===== src/rtl/timer_irq.sv =====
// timer_irq: memory-mapped interval timer that drives the CPU interrupt line.
//
// A 32-bit up-counter (TL) advances on every prescaler tick. When it wraps past
// 32'hFFFF_FFFF it reloads from TH, and if irq_en is set it latches status,
// which holds IRQ high until software clears it.
//
// Register map (word offsets from BASE, Addr[1:0] ignored):
//   0 TH   reload value
//   1 TL   counter
//   2 TCON {status, irq_en, enable} in bits [2:0]
//   3 PSC  prescaler compare value (PSC_W bits)
//
// Ports:
//   clk        system clock, all state on the rising edge
//   reset      synchronous active-low reset
//   MemRd      bus read strobe
//   MemWr      bus write strobe
//   Addr       byte address
//   WriteData  write data
//   ReadData   combinational read data, 0 unless a read hits the block
//   IRQ        active-high interrupt request (status & irq_en)
module timer_irq #(
  parameter logic [31:0] BASE  = 32'h4000_0000,
  parameter int unsigned PSC_W = 16
) (
  input  logic        clk,
  input  logic        reset,
  input  logic        MemRd,
  input  logic        MemWr,
  input  logic [31:0] Addr,
  input  logic [31:0] WriteData,
  output logic [31:0] ReadData,
  output logic        IRQ
);

  localparam logic [31:0] TlMax = 32'hFFFF_FFFF;

  logic [31:0]      th_q, th_d;
  logic [31:0]      tl_q, tl_d;
  logic             status_q, status_d;
  logic             irq_en_q, irq_en_d;
  logic             enable_q, enable_d;
  logic [PSC_W-1:0] psc_q, psc_d;
  logic [PSC_W-1:0] pcnt_q, pcnt_d;

  logic       hit;
  logic [1:0] sel;
  logic       wr_th, wr_tl, wr_tcon, wr_psc;
  logic       tick;
  logic       overflow;

  assign hit = (Addr[31:4] == BASE[31:4]);
  assign sel = Addr[3:2];

  assign wr_th   = MemWr && hit && (sel == 2'd0);
  assign wr_tl   = MemWr && hit && (sel == 2'd1);
  assign wr_tcon = MemWr && hit && (sel == 2'd2);
  assign wr_psc  = MemWr && hit && (sel == 2'd3);

  assign tick = enable_q && (pcnt_q == psc_q);

  // A TL write discards a coincident tick, so it also suppresses the overflow.
  assign overflow = tick && !wr_tl && (tl_q == TlMax);

  always_comb begin
    th_d     = th_q;
    tl_d     = tl_q;
    status_d = status_q;
    irq_en_d = irq_en_q;
    enable_d = enable_q;
    psc_d    = psc_q;
    pcnt_d   = pcnt_q;

    // Prescaler advances only while enabled.
    if (enable_q) begin
      if (tick) begin
        pcnt_d = '0;
      end else begin
        pcnt_d = pcnt_q + 1'b1;
      end
    end

    // TL uses the old TH on overflow even if TH is written this cycle.
    if (wr_tl) begin
      tl_d = WriteData;
    end else if (tick) begin
      tl_d = (tl_q == TlMax) ? th_q : tl_q + 32'd1;
    end

    if (wr_th) begin
      th_d = WriteData;
    end

    if (wr_tl || wr_psc) begin
      pcnt_d = '0;
    end

    if (wr_psc) begin
      psc_d = WriteData[PSC_W-1:0];
    end

    // An overflow with the old irq_en set wins over a status clear.
    if (wr_tcon) begin
      status_d = WriteData[2] | (overflow & irq_en_q);
      irq_en_d = WriteData[1];
      enable_d = WriteData[0];
    end else begin
      status_d = status_q | (overflow & irq_en_q);
    end
  end

  always_ff @(posedge clk) begin
    if (!reset) begin
      th_q     <= '0;
      tl_q     <= '0;
      status_q <= 1'b0;
      irq_en_q <= 1'b0;
      enable_q <= 1'b0;
      psc_q    <= '0;
      pcnt_q   <= '0;
    end else begin
      th_q     <= th_d;
      tl_q     <= tl_d;
      status_q <= status_d;
      irq_en_q <= irq_en_d;
      enable_q <= enable_d;
      psc_q    <= psc_d;
      pcnt_q   <= pcnt_d;
    end
  end

  always_comb begin
    ReadData = 32'h0;
    if (MemRd && hit) begin
      unique case (sel)
        2'd0:    ReadData = th_q;
        2'd1:    ReadData = tl_q;
        2'd2:    ReadData = {29'h0, status_q, irq_en_q, enable_q};
        default: ReadData = 32'(psc_q);
      endcase
    end
  end

  assign IRQ = status_q & irq_en_q;

endmodule

===== config.mk =====
export PLATFORM = sky130hd
export DESIGN_NAME = timer_irq
export DESIGN_NICKNAME = d
export VERILOG_FILES = /design/src/rtl/timer_irq.sv
export SDC_FILE = /design/constraint.sdc
export NUM_CORES = 1
export LEC_CHECK = 0
export ABC_AREA = 0
export CAP_MARGIN = 20
export CORE_ASPECT_RATIO = 1.1
export CORE_MARGIN = 5
export CORE_UTILIZATION = 53
export DETAILED_ROUTE_END_ITERATION = 10
export PLACE_DENSITY = 0.8
export SYNTH_ARGS = -nofsm -noshare
export SYNTH_HDL_FRONTEND = slang
export SYNTH_SLANG_ARGS = --single-unit

===== constraint.sdc =====
create_clock -name clk -period 3.4 [get_ports clk]
set_input_delay 0.68 -clock clk [delete_from_list [all_inputs] [get_ports clk]]
set_output_delay 0.68 -clock clk [all_outputs]
set_load 0.01 [all_outputs]

==> impl_metrics.toml, run 1 <==
[clock_network]
hold_buffers = 0
clk_latency_ns = 0.35
cts_sinks = 99
clkSlewWorstSetupHoldPaths_ns = 0.07
cts_root_buffer = "clkbuf_16"
numCtsBuffers = 9
cts_tree = "done"
cts_buffer_depth = 2
htreeDepth = 3

[global_route]
grt_busiest_layer = "met2"
grt_overflow = 0
grt.met2_usage = 0.495
grt_pass1_wl_um = 29000
grt_pass1_vias = 5862
use_met1 = 0.332
met3_usage = 0.0516
track_usage = 0.284
antenna_found_initial = 0
grt_max_degree = 36

[hold_path]
holdPathEnd = "th_q[19]$_SDFFE_PN0P_"
min-delay-start = "th_q[19]$_SDFFE_PN0P_"
whs_path_depth = 2
holdCritPathClass = "register to register"

[floorplan]
std_cell_rows = 39
die_area_um2 = 12700
start_util = 0.539
ios = 101
die_h_um = 118
core_area_um2 = 10400
die_w_um = 108

[placement]
dp_cells = 942
hpwl_um = 13000
portBuffers = 98
globalplace.congestion = 0.891
placed_area_um2 = 6830

[layout]
regArea_um2 = 1980
fin_cells = 961
drive_above_1_share = 0.103
synthToLayoutAreaGrowth_pct = 27.2
final_common_cell = "nand2_1"
multi_input_area_um2 = 3460
final_area_um2 = 7130
final_cell_mix = "116 x nand2_1, 99 x dfxtp_1, 95 x nor2_1"
n_fill_cell = 869
fin_nets = 883
antennaDiodeCount = 0

[routing]
wl_per_cell_um = 18.8
ant_nets = 0
viasPerCell = 6.06
drt_iter0_drc = 524
dr.pass1.iters = 7
via_count = 5822
drc_errors = 0
drt-total-wl_um = 18000

[pwr]
p_leak_nw = 2.87
powerDensity_nw_per_um2 = 317
vdd.ir_drop.worst_mv = 0.247

[worst_setup_path]
worst-r2r-cell-count = 7
worst-setup-path-type = "input pin to output port"
critPathCaptureType = "output port"
r2r_slack_ns = 0.54
rr_endpoint = "tl_q[10]$_SDFFE_PN0P_"
crit_fanout = 13
critPathLaunchType = "input pin"
r2r_start = "tl_q[0]$_SDFFE_PN0P_"
required_ns = 2.72
arrival_ns = 2.63
cp-startpoint = "Addr[15]"

[logic_synthesis]
synth_nets = 786
synth_area_leaders = "dfxtp_1 35%, mux2i_1 9.1%, nand2_1 7.8%"
synth-edff-count = 0
synth_area_um2 = 5610
yosys_most_used_dff = "dfxtp_1"
synth-warning-count = 0
avgSynthCellArea_um2 = 7.83
async_reset_ff_frac = 0
synth_cell_types = 62
ys_seq_elements = 99
ys_seq_area_frac = 0.353
syn_inst = 716
synth_top_area_share = 0.353
synth_top_area_cell = "dfxtp_1"

[sta]
skew_ns = 0.00591
clock.fmax_mhz = 302
setup_viol = 0
rsz0062_at_grt = "yes"
hold_violations = 0
slew_viol_final = 0
period_share = 0.975
period_needed_ns = 3.31
worst_pin_slew_ns = 1.11
relSlewSlack = 0.263

[outcome]
status = "completed"

[flow_run]
max-cap-violations = 0
[worst max-delay path: stages]
cell and delay [ns]:
clkdlybuf4s50_1 0.43, nor4b_2 0.28, nand4_1 0.16, nor2_2 0.15
nand2_1 0.08, or2_4 0.28, buf_4 0.19, nor2_1 0.12
clkdlybuf4s15_1 0.24
[cells in the mapped netlist (6+ instances only)]
master / n
a211oi_1: 6
a21oi_1: 62
a221o_1: 8
a31oi_1: 6
and3_1: 15
buf_2: 18
clkbuf_1: 24
dfxtp_1: 99
inv_1: 6
mux2i_1: 51
nand2_1: 116
nand3_1: 27
nand4_1: 20
nor2_1: 96
nor3_1: 9
nor4_1: 13
o21ai_0: 15
xnor2_1: 16
xor2_1: 29
[sequential cells by signal (all words and copies together) (netlist names)]
register  count
pcnt_q       16
psc_q        16
enable_q      1
status_q      1
tl_q         32
th_q         32
irq_en_q      1
[per-stage QoR]
step                setup TNS [ns]  setup WS (ns)  power, mW  hold WS (ns)  utilization
global placement             -3.95         -0.252       1.34         0.450        0.657
detailed placement           -5.32         -0.322       1.35         0.457        0.657
global route               -0.0618        -0.0618       2.32         0.489        0.686
CTS                         -0.101         -0.101       2.26         0.471        0.683
finish                           0         0.0861       2.26         0.473        0.686
floorplan                        0          0.376       1.23         0.441            -
[per-layer routing]
metal | wire [um] | vias up
met5 | 0 | -
met4 | 732 | 0
met3 | 1260 | 65
met2 | 9020 | 274
met1 | 7020 | 2754
li1 | - | 2729
[final cells by class]
cell class                      count  area share
Tap cell                          143      0.0251
Timing Repair Buffer              133       0.172
Clock buffer                       10      0.0321
Sequential cell                    99       0.278
Clock inverter                      6     0.00456
Multi-Input combinational cell    563       0.485
Inverter                            7     0.00368
[power breakdown]
part / total (mW) / internal (mW) / switching [mW]
logic: 0.172 / 0.0927 / 0.0791
clock network: 0.931 / 0.490 / 0.441
registers: 1.16 / 1.16 / 0.000000000902
[worst max-delay path by stage]
stage | end | depth (start not counted)
after CTS | ReadData[24] | 8
after global placement | ReadData[19] | 8
final | ReadData[27] | 9
after global routing | ReadData[27] | 9
after floorplan | ReadData[21] | 8
after detailed placement | ReadData[31] | 8
[cells by family after synthesis]
group           count (synthesis)  synth area share
simple gates                  322             0.265
compound gates                139             0.160
flops                          99             0.353
mux                            55             0.105
buf+inv                        54            0.0415
xor+xnor                       45            0.0703
fa+ha+maj                       2           0.00446
[repair_timing]
item	4_1_cts	5_1_grt
endpoints found under the setup margin	29	22
gates cloned	0	0
gates resized for setup	22	42
pin swaps	1	2
setup buffers	1	2
Note: power is estimated with default switching activity, not from simulation.
==> run 2: changes to the inputs <==
--- a/config.mk
+++ b/config.mk
@@ -6,7 +6,7 @@
 export NUM_CORES = 1
 export LEC_CHECK = 0
 export ABC_AREA = 0
-export CAP_MARGIN = 20
+export CAP_MARGIN = 5
 export CORE_ASPECT_RATIO = 1.1
 export CORE_MARGIN = 5
 export CORE_UTILIZATION = 53
==> results of run 2 <==
Same layout as run 1: the final DEF is identical, and so are final timing and power.
